<file path="src/rtl/tbb_dispatch.sv">
// Round-robin batch scheduler: streams LINES_PER_BATCH host lines into one granted task batch buffer.
// Optional perf counters (batch_cnt_o, stall_cnt_o) are built only when TBB_DISPATCH_PERF_EN is defined.
module tbb_dispatch #(
  parameter int NUM_PE          = 4,
  parameter int TBB_ADDR_WIDTH  = 4,
  parameter int TBB_DATA_WIDTH  = 512,
  parameter int LINES_PER_BATCH = 16
) (
  input  logic                      clk_i,
  input  logic                      reset_i,
  input  logic [NUM_PE-1:0]         tbb_request_i,
  input  logic [NUM_PE-1:0]         tbb_full_i,
  output logic                      rd_req_valid_o,
  input  logic                      rd_req_ready_i,
  input  logic                      rd_rsp_valid_i,
  input  logic [TBB_DATA_WIDTH-1:0] rd_rsp_data_i,
  output logic [NUM_PE-1:0]         tbb_wr_en_o,
  output logic [TBB_ADDR_WIDTH-1:0] tbb_wr_addr_o,
  output logic [TBB_DATA_WIDTH-1:0] tbb_wr_din_o,
  output logic                      busy_o,
  output logic                      rsp_err_o
`ifdef TBB_DISPATCH_PERF_EN
  ,
  output logic [31:0]               batch_cnt_o,
  output logic [31:0]               stall_cnt_o
`endif
);
  localparam int PW = (NUM_PE > 1) ? $clog2(NUM_PE) : 1;
  localparam int CW = $clog2(LINES_PER_BATCH) + 1;

  typedef enum logic [1:0] {IDLE, GRANT, FILL, DONE} state_t;

  state_t                    state_q;
  logic [PW-1:0]             rr_q, gnt_q, sel_d, rr_d;
  logic [CW-1:0]             req_cnt_q, rsp_cnt_q;
  logic [NUM_PE-1:0]         elig, gnt_oh, wr_en_q;
  logic [TBB_ADDR_WIDTH-1:0] wr_addr_q;
  logic [TBB_DATA_WIDTH-1:0] wr_din_q;
  logic                      rsp_err_q, req_fire, rsp_acc;

  assign elig = tbb_request_i & ~tbb_full_i;

  // Scan downward so the smallest offset from rr_q wins.
  always_comb begin
    sel_d = rr_q;
    for (int k = NUM_PE - 1; k >= 0; k--) begin
      if (elig[(int'(rr_q) + k) % NUM_PE]) sel_d = PW'((int'(rr_q) + k) % NUM_PE);
    end
  end

  assign rr_d     = (gnt_q == PW'(NUM_PE - 1)) ? '0 : gnt_q + 1'b1;
  assign gnt_oh   = NUM_PE'(1) << gnt_q;
  assign rd_req_valid_o = (state_q == FILL) && (req_cnt_q < CW'(LINES_PER_BATCH));
  assign req_fire = rd_req_valid_o && rd_req_ready_i;
  // A response is only legal against an outstanding request of the current batch.
  assign rsp_acc  = rd_rsp_valid_i && (state_q == FILL) && (rsp_cnt_q != req_cnt_q);

  always_ff @(posedge clk_i) begin
    if (reset_i) begin
      state_q   <= IDLE;
      rr_q      <= '0;
      gnt_q     <= '0;
      req_cnt_q <= '0;
      rsp_cnt_q <= '0;
      wr_en_q   <= '0;
      wr_addr_q <= '0;
      wr_din_q  <= '0;
      rsp_err_q <= 1'b0;
    end else begin
      wr_en_q <= '0;
      if (rd_rsp_valid_i && !rsp_acc) rsp_err_q <= 1'b1;
      case (state_q)
        IDLE: if (|elig) begin
          gnt_q   <= sel_d;
          state_q <= GRANT;
        end
        GRANT: begin
          req_cnt_q <= '0;
          rsp_cnt_q <= '0;
          state_q   <= FILL;
        end
        FILL: begin
          if (req_fire) req_cnt_q <= req_cnt_q + 1'b1;
          if (rsp_acc) begin
            wr_en_q   <= gnt_oh;
            wr_addr_q <= TBB_ADDR_WIDTH'(rsp_cnt_q);
            wr_din_q  <= rd_rsp_data_i;
            rsp_cnt_q <= rsp_cnt_q + 1'b1;
            if (rsp_cnt_q == CW'(LINES_PER_BATCH - 1)) state_q <= DONE;
          end
        end
        DONE: begin
          rr_q    <= rr_d;
          state_q <= IDLE;
        end
        default: state_q <= IDLE;
      endcase
    end
  end

  assign tbb_wr_en_o   = wr_en_q;
  assign tbb_wr_addr_o = wr_addr_q;
  assign tbb_wr_din_o  = wr_din_q;
  assign busy_o        = (state_q != IDLE);
  assign rsp_err_o     = rsp_err_q;

`ifdef TBB_DISPATCH_PERF_EN
  logic [31:0] batch_cnt_q, stall_cnt_q;

  always_ff @(posedge clk_i) begin
    if (reset_i) begin
      batch_cnt_q <= '0;
      stall_cnt_q <= '0;
    end else begin
      if (state_q == DONE) batch_cnt_q <= batch_cnt_q + 1'b1;
      if (rd_req_valid_o && !rd_req_ready_i && (stall_cnt_q != '1))
        stall_cnt_q <= stall_cnt_q + 1'b1;
    end
  end

  assign batch_cnt_o = batch_cnt_q;
  assign stall_cnt_o = stall_cnt_q;
`endif
endmodule
</file>
<file path="config.mk">
export PLATFORM = sky130hd
export DESIGN_NAME = tbb_dispatch
export DESIGN_NICKNAME = d
export VERILOG_FILES = /design/src/rtl/tbb_dispatch.sv
export SDC_FILE = /design/constraint.sdc
export NUM_CORES = 1
export LEC_CHECK = 0
export BUFFER_PORTS_ARGS = -buffer_cell sky130_fd_sc_hd__buf_2
export CORE_AREA = 3 3 406 408
export CTS_CLUSTER_DIAMETER = 80
export DETAILED_ROUTE_END_ITERATION = 8
export DIE_AREA = 0 0 409 411
export GPL_TIMING_DRIVEN = 0
export PLACE_DENSITY = 0.3
export RECOVER_POWER = 50
export SYNTH_ARGS = -nofsm -noshare
export SYNTH_HDL_FRONTEND = slang
export SYNTH_SLANG_ARGS = --single-unit
</file>
<file path="constraint.sdc">
create_clock -name clk_i -period 1.85 [get_ports clk_i]
set_clock_uncertainty 0.05 [all_clocks]
set_input_delay 0.185 -clock clk_i [delete_from_list [all_inputs] [get_ports clk_i]]
set_output_delay 0.185 -clock clk_i [all_outputs]
set_load 0.1 [all_outputs]
</file>
Word level (Yosys, flattened, before mapping)
Index checks and enable logic that the tools add are counted.

word-level totals
  register bits after elaboration = 537
  bits in latches = 0
  bits in writable memories = 0
  ROM bits = 0
  input bits = 524
  output and inout bits = 523
  logic and storage cells = 81
  memories kept = 0

cells by class
  $add $sub $neg = 6
  multiply operators = 0
  divide/modulo/power cells = 0
  magnitude comparators = 5
  eq/ne operators = 10
  shift-type cells = 1
  muxes and demuxes = 24
  bitwise operators = 7
  reduce and logical (&&, ||, !) cells = 19

operator list
  kind                                                                  number
  5-bit case mux with 2 select lines                                    2
  2-bit 2-to-1 mux                                                      8
  3-bit by 4-bit < comparator with 1-bit output, second input constant  3
  5-bit by 1-bit adder with 5-bit output, second input constant         2
  5-bit 2-to-1 mux                                                      2
  1-bit binary-select mux with 2-bit select                             4
  2-bit case mux with 4 select lines                                    1
  2-bit AND reduction                                                   4
  1-bit 2-to-1 mux                                                      7
  2-bit == test, second input constant                                  3
  2-bit inequality test, second input constant                          3
  2-bit OR reduction                                                    3
  5-bit by 4-bit == test with 1-bit output, second input constant       1
  1-bit logical AND                                                     5
  5-bit < comparator, second input constant                             1
  5-bit inequality test                                                 1
  2-bit by 1-bit adder with 2-bit output, second input constant         2
  2-bit adder, second input constant                                    2
  4-bit AND                                                             1
  4-bit inverter                                                        1
  2-bit nonzero test                                                    2
  4-bit OR reduction                                                    1
  1-bit by 2-bit left shift with 4-bit output, first input constant     1
  1-bit AND, first input constant                                       3
  8 further kinds                                                       9

Longest topological paths before layout
  depth after elaboration = 10
  mapped depth = 9
  depth with buffers taken out = 7

Least setup slack after synthesis
OpenSTA, ideal clock, no wires.

  path kind = register to register
  from = register state_q[0]
  to = register req_cnt_q[1]
  data arrival time = 2.535 ns
  data required time = 1.672 ns
  setup slack = -0.863 ns
  cell stages (with the launch flop) = 8
  path buffers = 0
  period minus slack after synthesis = 2.713 ns
  path through = dfxtp_1 -> inv_1 -> ha_1 -> nor2b_1 -> and2_1 -> nor2_1 -> a22oi_1 -> nor2_1

between the ends
  word-level cells in the longest chain between the ends = 5
  elaborated cells on any way between the ends = 8

RTL lines
  item                             RTL line  RTL
  start, declared                  33        state_t state_q;
  start signal, assigned           60        state_q <= IDLE;
  start signal, assigned           75        state_q <= GRANT;
  start signal, assigned           80        state_q <= FILL;
  2-bit == test                    53        assign rd_req_valid_o = (state_q == FILL) && (req_cnt_q < CW'(LINES_PER_BATCH));
  1-bit logical AND                53
  net rd_req_valid_o               13        output logic rd_req_valid_o,
  1-bit logical AND                54        assign req_fire = rd_req_valid_o && rd_req_ready_i;
  2-bit inequality test (no line)  --
  2-bit AND reduction (no line)    --
  end signal, assigned             83        if (req_fire) req_cnt_q <= req_cnt_q + 1'b1;
  end, declared                    35        logic [CW-1:0] req_cnt_q, rsp_cnt_q;

The timed path passes the listed nets, and every way through them passes these cells.
A chain may end at the register's enable or synchronous reset.

Worst setup path after layout
  from = register rsp_cnt_q[2]
  to = register wr_din_q[492], in the netlist tbb_wr_din_o[492]

between the ends
  word-level cells in the longest chain between the ends = 3

RTL lines
  item                           RTL line  RTL
  start, declared                35
  start signal, assigned         88        rsp_cnt_q <= rsp_cnt_q + 1'b1;
  5-bit inequality test          56        assign rsp_acc = rd_rsp_valid_i && (state_q == FILL) && (rsp_cnt_q != req_cnt_q);
  1-bit logical AND              56
  2-bit AND reduction (no line)  --
  end signal, assigned           87        wr_din_q <= rd_rsp_data_i;
  end, declared                  38        logic [TBB_DATA_WIDTH-1:0] wr_din_q;

No other way between the ends.

==> metrics <==
Post-route DRC=0; H-tree Lvls=3; total routed wirelength=134 mm; largest family of logic cells by synthesized area=simple AND/OR/NAND/NOR gates; FP Rows=~150; Adder-Cell Fraction of Synth Area=less than 1%; Syn-to-layout area delta=112%; initial DRC count=around 940; CORE AREA=around 0.16 sq mm; Yosys reg bits=~540; register clock-pin slew on the reported worst setup and hold paths=~0.05 ns; max frequency=0.504 GHz; Initial Util=between 10% and 20%; RSZ-0062 raised after global routing=true; Clock Latency Late Sink=approximately 0.65 ns; vias in the first global route=~24,000; hpwl dp=about 100 mm; mux share of post-synthesis cell area=0.214%; library cells used by synthesis=36; GR Overflow Total=0; Mapped Avg Cell Area=7.92 sq um; Layout Cells excl Fill=roughly 6,400; Final WS setup=-0.133 ns; CP arrival=approximately 2.5 ns; Synth Flop Type=dfxtp_1; Post-Synth XOR/XNOR Area=0.327%; io pins=approximately 1,000; CP Capture Type=register; commonest non-fill, non-tap cells in the layout=817 x nand2_1, 794 x buf_2, 527 x dfxtp_1; power density over cell area=between 800 and 900 mW/mm^2; hold slack=~0.0094 ns; WP data required=2.31 ns; Max transition margin=between 10% and 20%; worst slew pin tran=roughly 1.3 ns; Pre-antenna DRT Iters=5; VDD IR-drop max=0.653 mV; IO Port Bufs=~1,000; vias per cell=between 3 and 4; final hold vios=0; Synth Net Count=a little under 3,000; critical path class=register to register; GRT Overall Usage=around 15%; die width=roughly 410 microns; Post-Place Cells=about 5,600; initial antenna violation count=34; most common cell after layout, fill and taps aside=nand2_1; die area=around 0.17 sq mm; Async S/R FF share, synth=0%; fin crit share=107%; largest net degree at the start of global routing=12; fin nets=4,640; RD Place Congestion=0.842; Vias=between 20,000 and 25,000; total CTS buffers=79; simple-gate share of the synthesized area=between 20% and 30%; Leak=16.5 nW; TritonCTS clock tree=yes; Slew Viols, Final=0; pre-CTS WS=-2.01 ns; Setup-failing EPs final=348; Root Buffer Master=clkbuf_16; Syn Std Cell Area=between 0.015 and 0.02 sq mm; Max Cap Viol=0; Hold Path Class=input port to register; ANT nets after route=0; TritonCTS Sinks=about 540; failing checks=negative setup slack; Setup crit start kind=register; Die Y=a little over 400 microns; Clock Tree Buf Depth=3; drt wl/cell=21.1 microns; outcome=complete, but fails checks; Seq/Total Area, Yosys=between 50% and 60%; EDFF count, synth=0; first-pass GRT wire length=178 mm; synth warn=0; Final min period=around 2.0 ns; crit-path max FO=5; synthesized-area fraction occupied by ao, oa, aoi and oai cells=between 10 and 15%; Synth Instances=between 2,000 and 2,500; share of cells above drive strength 1=a little over two fifths
==> flip-flops by register name, indices dropped and copies added (netlist names) <==
register	count
tbb_wr_din_o	512
tbb_wr_en_o	4
rsp_cnt_q	5
state_q	2
rsp_err_o	1
req_cnt_q	5
gnt_q	2
rr_q	2
tbb_wr_addr_o	4
==> through the flow <==
step	cell area [sq um]	TNS (ns)	utilization (%)	power (W)
final	39700	-9.45	24.5	0.0318
after global routing	39600	-52.84	24.5	0.0332
after CTS	37900	-22.49	23.4	0.0324
after detailed placement	26700	-613.80	16.5	0.0149
after global placement	26700	-607.84	16.5	0.0148
after floorplan	18700	0	-	0.0136
==> logic make-up (layout without fill, tap and decap cells) <==
logic type / Yosys count / in the layout
simple gates: 1091 / 1091
compound gates: 538 / 538
flops: 537 / 537
buf+inv: 180 / 1980
fa+ha+maj: 9 / 9
xor+xnor: 7 / 7
mux: 4 / 4
other cells: 0 / 18
==> critical path, cell delays in order (launching register included) <==
cell and delay (ns):
dfxtp_4 0.35, xor2_2 0.16, nor3_2 0.06, buf_4 0.15
a21o_4 0.24, buf_12 0.15, buf_12 0.14, buf_12 0.14
buf_12 0.13, clkbuf_16 0.15, nand2_1 0.06, a21oi_1 0.05
==> routing by layer <==
layer | vias to the layer above | GRT usage [%] | share of wire, %
met5 | - | 0 | 0.064
met4 | 16 | 6.08 | 4.0
met3 | 196 | 4.41 | 6.9
met2 | 750 | 25.9 | 50
met1 | 11000 | 16.7 | 39
li1 | 11200 | - | -
==> cells in the mapped netlist (4+ instances only) <==
library cell  instances  area [sq um]
nor2b_1               5          31.3
buf_4                25           188
buf_2                75           375
mux2i_1               4          40.0
nand2_1            1043          3920
nand2b_1              7          43.8
nor2_1               17          63.8
inv_1                 5          18.8
clkbuf_1             75           282
xor2_1                7          61.3
ha_1                  9           113
dfxtp_1             537         10800
a21oi_1             522          2610
==> layout make-up <==
cell class              count  area (sq um)
well taps                2175          2720
flip-flops and latches    537         10800
plain buffers             171          2060
diodes                     18          45.0
clock inverters            26           345
inverters                   5          21.3
clock buffers             114          2310
fillers                 18100        122000
repair buffers           1664         12500
multi-input cells        1649          8870
==> report_power, final <==
part	internal (W)	switching, W
Combinational	0.00186	0.00247
Clock	0.00942	0.00626
Sequential	0.0117	0.000115
Total	0.0230	0.00885
==> final timing paths <==
path,slack (ns),depth (start not counted),to,start
worst max-delay path,-0.13,11,tbb_wr_din_o[492],rsp_cnt_q[2]
worst min-delay path,0.009,5,gnt_q[1],tbb_full_i[2]
worst max register to register,-0.13,11,tbb_wr_din_o[492],rsp_cnt_q[2]
worst min register to register,0.40,2,tbb_wr_din_o[388],tbb_wr_din_o[388]
==> repair_timing <==
| action | 4_1_cts | 5_1_grt |
|---|---|---|
| cloned | 33 | 27 |
| hold buffers | 522 | 0 |
| pin swaps | 198 | 111 |
| resized for setup | 582 | 330 |
| endpoints found under the setup margin | 555 | 540 |
| hold endpoints to repair | 522 | 0 |
| buffers inserted | 38 | 6 |
No activity file was read; power rests on OpenSTA's default activity.
